==> src/rtl/lbist_pkg.sv <==
// LBIST shared types and constants.
// galois_step serves both the PRPG and the MISR.
package lbist_pkg;

    localparam int unsigned LFSR_MAX_W = 64;

    localparam logic [31:0] PRPG_POLY_DEF  = 32'h80200003;
    localparam logic [31:0] PRPG_SEED_DEF  = 32'h00000001;
    localparam logic [31:0] MISR_POLY_DEF  = 32'h80200003;
    localparam logic [31:0] GOLDEN_SIG_DEF = 32'h00000000;

    typedef enum logic [2:0] {
        IDLE,
        INIT,
        RUN,
        DRAIN,
        CMP,
        DONE
    } state_e;

    // Narrower registers are zero-extended, so the top bit shifts in 0.
    function automatic logic [LFSR_MAX_W-1:0] galois_step(
        input logic [LFSR_MAX_W-1:0] s,
        input logic [LFSR_MAX_W-1:0] poly
    );
        return (s >> 1) ^ (s[0] ? poly : '0);
    endfunction

endpackage

==> src/rtl/lbist_lfsr.sv <==
// Galois LFSR with load and XOR injection.
// Used as PRPG (xor_in = 0) and as MISR (xor_in = response).
module lbist_lfsr
    import lbist_pkg::*;
#(
    parameter int unsigned  W       = 32,
    parameter logic [W-1:0] POLY    = '0,
    parameter logic [W-1:0] RST_VAL = '0
) (
    input  logic         clk,
    input  logic         rst_n,
    input  logic         load_i,
    input  logic [W-1:0] load_val_i,
    input  logic         en_i,
    input  logic [W-1:0] xor_in_i,
    output logic [W-1:0] state_o
);

    logic [W-1:0] state_q;
    logic [W-1:0] state_d;

    always_comb begin
        state_d = state_q;
        if (load_i) begin
            state_d = load_val_i;
        end else if (en_i) begin
            state_d = W'(galois_step(LFSR_MAX_W'(state_q),
                                     LFSR_MAX_W'(POLY))) ^ xor_in_i;
        end
    end

    always_ff @(posedge clk or negedge rst_n) begin
        if (!rst_n) begin
            state_q <= RST_VAL;
        end else begin
            state_q <= state_d;
        end
    end

    assign state_o = state_q;

endmodule

==> src/rtl/lbist_ctrl.sv <==
// Logic-BIST controller: PRPG stimulus, MISR compaction,
// golden-signature compare and go/no-go reporting.
module lbist_ctrl
    import lbist_pkg::*;
#(
    parameter int unsigned       PAT_W      = 32,
    parameter int unsigned       RESP_W     = 32,
    parameter int unsigned       N_PATTERNS = 1024,
    parameter int unsigned       CUT_LAT    = 1,
    parameter logic [PAT_W-1:0]  PRPG_POLY  = PAT_W'(PRPG_POLY_DEF),
    parameter logic [PAT_W-1:0]  PRPG_SEED  = PAT_W'(PRPG_SEED_DEF),
    parameter logic [RESP_W-1:0] MISR_POLY  = RESP_W'(MISR_POLY_DEF),
    parameter logic [RESP_W-1:0] GOLDEN_SIG = RESP_W'(GOLDEN_SIG_DEF)
) (
    input  logic              clk,
    input  logic              rst_n,
    input  logic              start_i,
    input  logic [RESP_W-1:0] cut_resp_i,
    output logic              test_mode_o,
    output logic [PAT_W-1:0]  prpg_o,
    output logic              busy_o,
    output logic              done_o,
    output logic              go_nogo_o,
    output logic [RESP_W-1:0] signature_o
);

    localparam int unsigned CNT_W = $clog2(N_PATTERNS + 1);
    localparam logic [CNT_W-1:0] CNT_LAST = CNT_W'(N_PATTERNS - 1);
    localparam logic [2:0] LAT_LAST = 3'(CUT_LAT - 1);
    localparam logic [PAT_W-1:0] SEED_EFF =
        (PRPG_SEED == '0) ? PAT_W'(1) : PRPG_SEED;

    state_e            state_q;
    logic              start_q;
    logic [CNT_W-1:0]  cnt_q;
    logic [2:0]        lat_q;
    logic              tm_q;
    logic              busy_q;
    logic              done_q;
    logic              go_q;
    logic [RESP_W-1:0] sig_q;

    logic              rise;
    logic              run;
    logic              init;
    logic              vld;
    logic [PAT_W-1:0]  prpg;
    logic [RESP_W-1:0] misr;

    assign rise = start_i & ~start_q;
    assign run  = (state_q == RUN);
    assign init = (state_q == INIT);

    lbist_lfsr #(
        .W       (PAT_W),
        .POLY    (PRPG_POLY),
        .RST_VAL (PRPG_SEED)
    ) u_prpg (
        .clk        (clk),
        .rst_n      (rst_n),
        .load_i     (init),
        .load_val_i (SEED_EFF),
        .en_i       (run),
        .xor_in_i   ('0),
        .state_o    (prpg)
    );

    lbist_lfsr #(
        .W       (RESP_W),
        .POLY    (MISR_POLY),
        .RST_VAL ('0)
    ) u_misr (
        .clk        (clk),
        .rst_n      (rst_n),
        .load_i     (init),
        .load_val_i ('0),
        .en_i       (vld),
        .xor_in_i   (cut_resp_i),
        .state_o    (misr)
    );

    // Valid marker travels alongside the pattern through the CUT pipe.
    if (CUT_LAT == 0) begin : g_nolat
        assign vld = run;
    end else begin : g_lat
        logic [CUT_LAT-1:0] vsr_q;
        always_ff @(posedge clk or negedge rst_n) begin
            if (!rst_n) begin
                vsr_q <= '0;
            end else begin
                vsr_q <= (vsr_q << 1) | CUT_LAT'(run);
            end
        end
        assign vld = vsr_q[CUT_LAT-1];
    end

    always_ff @(posedge clk or negedge rst_n) begin
        if (!rst_n) begin
            state_q <= IDLE;
            start_q <= 1'b0;
            cnt_q   <= '0;
            lat_q   <= '0;
            tm_q    <= 1'b0;
            busy_q  <= 1'b0;
            done_q  <= 1'b0;
            go_q    <= 1'b0;
            sig_q   <= '0;
        end else begin
            start_q <= start_i;
            unique case (state_q)
                IDLE, DONE: begin
                    if (rise) begin
                        state_q <= INIT;
                        busy_q  <= 1'b1;
                        done_q  <= 1'b0;
                        go_q    <= 1'b0;
                    end
                end
                INIT: begin
                    state_q <= RUN;
                    tm_q    <= 1'b1;
                    cnt_q   <= '0;
                    lat_q   <= '0;
                end
                RUN: begin
                    cnt_q <= cnt_q + 1'b1;
                    if (cnt_q == CNT_LAST) begin
                        cnt_q <= '0;
                        if (CUT_LAT == 0) begin
                            state_q <= CMP;
                            tm_q    <= 1'b0;
                        end else begin
                            state_q <= DRAIN;
                        end
                    end
                end
                DRAIN: begin
                    lat_q <= lat_q + 3'd1;
                    if (lat_q == LAT_LAST) begin
                        state_q <= CMP;
                        tm_q    <= 1'b0;
                    end
                end
                CMP: begin
                    state_q <= DONE;
                    busy_q  <= 1'b0;
                    done_q  <= 1'b1;
                    go_q    <= (misr == GOLDEN_SIG);
                    sig_q   <= misr;
                end
                default: state_q <= IDLE;
            endcase
        end
    end

    assign test_mode_o = tm_q;
    assign prpg_o      = run ? prpg : '0;
    assign busy_o      = busy_q;
    assign done_o      = done_q;
    assign go_nogo_o   = go_q;
    assign signature_o = sig_q;

endmodule

==> config.mk <==
export PLATFORM = sky130hd
export DESIGN_NAME = lbist_ctrl
export DESIGN_NICKNAME = d
export VERILOG_FILES = /design/src/rtl/lbist_pkg.sv /design/src/rtl/lbist_lfsr.sv /design/src/rtl/lbist_ctrl.sv
export SDC_FILE = /design/constraint.sdc
export NUM_CORES = 1
export LEC_CHECK = 0
export CAP_MARGIN = 20
export CORE_MARGIN = 2
export CORE_UTILIZATION = 55
export CTS_CLUSTER_SIZE = 8
export DETAILED_ROUTE_END_ITERATION = 10
export PLACE_DENSITY_LB_ADDON = 0.3
export SYNTH_ARGS = -nofsm -noshare
export SYNTH_HDL_FRONTEND = slang
export SYNTH_SLANG_ARGS = --single-unit
export TNS_END_PERCENT = 20
==> constraint.sdc <==
create_clock -name clk -period 6.3 [get_ports clk]
set_clock_uncertainty 0.2 [all_clocks]
set_input_delay 1.89 -clock clk [delete_from_list [all_inputs] [get_ports clk]]
set_output_delay 1.89 -clock clk [all_outputs]
set_load 0.005 [all_outputs]
==> summary.md <==
| Metric | Value |
|---|---|
| Dpl hpwl | 7600 µm |
| Initial Util | 56.5% |
| CTS buffer count | 17 |
| Setup repair after global routing missed its margin | no |
| Routed wire length per instance | 16.1 µm |
| Core area | 9240 µm² |
| Gpl congestion | 0.809 |
| Clock tree sinks | 119 |
| Die width | 101 µm |
| Power per cell area | 537 nW/µm² |
| Mean Syn Cell Area | 10.2 µm² |
| WL final | 12100 µm |
| Final hold violations | 0 |
| Outcome | finished clean |
| Combinational power share | 32.6% |
| Post_cts resized | 0 |
| Sum Neg Setup Slack | 0 ns |
| Initial antenna violation count | 0 |
| CP Cell Sequence | or3b_1 -> clkinv_4 -> and2_1 -> clkdlybuf4s50_1 |
| Worst path required time | 4.21 ns |
| Net Switching | 1.26 mW |
| Iter 0 DRT Violations | 248 |
| Area delta synth->final | 34.6% |
| Top Ports | 103 |
| F_max | 216 MHz |
| Critical path class | flip-flop to primary output |
| Hold path endpoint | u_prpg.state_o[13] |
| Share of layout cells above drive strength 1 | 7.53% |
| Rel. slew slack | 29.6% |
| Slowest library cell on the worst path | dfrtp_1 |
| Ant. Diodes | 0 |
| Via density | 5.33 |
| Post-synth top area share | 56.5% |
| Clk slew on worst S/H paths | 0.06 ns |
| Synth area leader | dfrtp_1 |
| Crit path time final | 4.63 ns |
| Cell-internal power | 2.52 mW |
| Row count | 35 |
| Placed cell areas | 6340 µm² |
| Switching share of power | 33.3% |
| TritonCTS clock tree | yes |
| Netlist cell types | 44 |
| Synth Net Count | 553 |
| DRT Pass-1 Iters | 4 |
| Hold_buf cts | 0 |
| Root buf cell | clkbuf_8 |
| Reg-to-reg slack, setup | 3.85 ns |
| Max-slew violations | 0 |
| # H-tree levels | 4 |
| Worst flop-to-flop path endpoint | cnt_q[2] |
| Number of global-route vias before repair | 4148 |
| Routed Antenna Nets | 0 |
| Ranking of synthesized cells by area | dfrtp_1, nand2_1, xnor2_1 |
| Post-Layout Inst Area | 7030 µm² |
| Synth Instances | 514 |
| Yosys reg bits | 119 |
| GRT Resource Usage Total | 25.2% |
| Register share of total power | 37.3% |
| Final nets | 650 |
| GRT overflow | 0 |
| Setup Fix Bufs, Post-CTS | 0 |
| Mapped Area | 5230 µm² |
| Crit path launch | state_q[1] |
| Register area share after synthesis | 57.0% |
| Worst hold path depth | 1 |
| Slowest stage delay, CP | 0.56 ns |
| First-pass GRT wire length | 20100 µm |
| Leak | 3.34 nW |
| Tcrit/Tclk final | 73.5% |
| CP arrival | 2.54 ns |
| VDD IR-drop max | 0.275 mV |
| Yosys warning total | 0 |
| Routed vias | 4010 |
| Final setup fails | 0 |
| Hold_sp | u_prpg.state_o[13] |
| Maxcap violations | 0 |
| Largest net degree at the start of global routing | 72 |
| CTS Buffer Depth | 2 |
| CP Launch Type | flip-flop |
| Worst r2r src | state_q[1] |
| DRC Markers | 0 |
| CP max FO | 36 |
| Die H | 101 µm |
| Crit. End Element | primary output |
| Clk Latency, worst-skew pair | 0.51 ns |
| Clock power frac | 30.1% |
| Tightest Hold Check Type | flip-flop to flip-flop |
| Slew @ Worst Pin | 1.06 ns |
| Die ar. | 10300 µm² |
| PortBufs | 102 |
| Depth of the most critical reg-to-reg path | 6 |
metrics by stage:
step	setup WS [ns]	utilization, %	cells	hold slack, ns	power, mW
4_1_cts	1.64	76.1	753	0.274	3.81
3_5_place_dp	2.24	68.6	721	0.259	2.62
2_1_floorplan	2.79	-	514	0.241	2.12
3_3_place_gp	2.29	68.3	720	0.250	2.55
6_report	1.67	76.1	753	0.269	3.78
5_1_grt	1.51	76.1	753	0.290	4.02
flip-flops by register name, summed over array words and instances (netlist names):
register,cells
signature_o,32
u_misr.state_o,32
u_prpg.state_o,32
cnt_q,11
lat_q,3
state_q,3
busy_o,1
done_o,1
g_lat.vsr_q,1
go_nogo_o,1
start_q,1
test_mode_o,1
per-layer routing:
| layer | routed length, µm | track usage (%) | vias to the layer above |
|---|---|---|---|
| li1 | - | - | 1920 |
| met1 | 5230 | 32.7 | 1963 |
| met2 | 6170 | 41.9 | 116 |
| met3 | 613 | 6.63 | 11 |
| met4 | 104 | 8.11 | 0 |
| met5 | 0 | 0 | - |
cell usage after synthesis (all sizes together):
library cell  count
o21ai            15
a211oi           30
nor3              5
nor2b             3
ha                4
o22ai             1
a31oi             2
a21oi             3
and2             33
inv               7
o32ai             1
buf               9
nand3             6
nor3b             1
nor4              7
or3b              1
dfstp             1
a31o              1
mux2              1
a21o             29
o211ai            1
nand4             3
and3              2
nand2           114
clkinv            1
a22o              3
o41a              1
nand2b            2
o31a              1
xnor2            38
a41oi             1
nor4b             1
mux2i             4
xor2              1
nor2             43
dfrtp           118
clkbuf           20
how the worst max path moves through the flow:
stage | end | cells after the start
finish | prpg_o[28] | 4
global route | prpg_o[28] | 4
CTS | prpg_o[28] | 4
detailed placement | prpg_o[11] | 4
global placement | prpg_o[29] | 4
floorplan | prpg_o[10] | 6
area by class of cell:
| cell class | instances | area [µm²] |
|---|---|---|
| sequential | 119 | 2980 |
| tap | 129 | 161 |
| clock buffer | 19 | 422 |
| fill | 620 | 2210 |
| timing repair buffer | 107 | 1080 |
| clock inverter | 13 | 275 |
| multi-input combinational | 358 | 2080 |
| inverter | 8 | 35.0 |
cell families (layout without fill, tap and decap cells):
| logic type | Yosys count | after routing | share of synthesized area (%) |
|---|---|---|---|
| AND/OR/NAND/NOR | 221 | 221 | 19.1 |
| flip-flops | 119 | 119 | 57.0 |
| AO/OA/AOI/OAI | 89 | 89 | 12.2 |
| XOR/XNOR | 39 | 39 | 6.54 |
| buffers and inverters | 37 | 147 | 3.23 |
| multiplexers | 5 | 5 | 0.982 |
| adder cells (fa/ha/maj) | 4 | 4 | 0.958 |
cells in the final DEF, fill, tap and decap left out, drive strengths merged, types with 7 or more instances in the layout:
cell	synthesis	layout
xnor2	38	38
inv	7	7
a21o	29	29
clkbuf	20	19
dfrtp	118	118
o21ai	15	15
and2	33	33
a211oi	30	30
nand2	114	114
nor4	7	7
clkdlybuf4s50	0	101
bufinv	0	8
nor2	43	43
power by group through the flow:
stage	Sequential (mW)	Combinational, mW	Clock (mW)
3_5_place_dp	1.40	1.22	0
6_report	1.41	1.23	1.14
4_1_cts	1.41	1.25	1.15
5_1_grt	1.45	1.38	1.19
2_1_floorplan	1.28	0.838	0
3_3_place_gp	1.39	1.16	0
worst max-delay path, delay by kind of cell (launching register included):
kind / cells / cell delay [ns]
flip-flops: 1 / 0.56
AND/OR/NAND/NOR: 2 / 0.73
buffers and inverters: 2 / 0.73
Note: power is estimated with default switching activity, not from simulation.
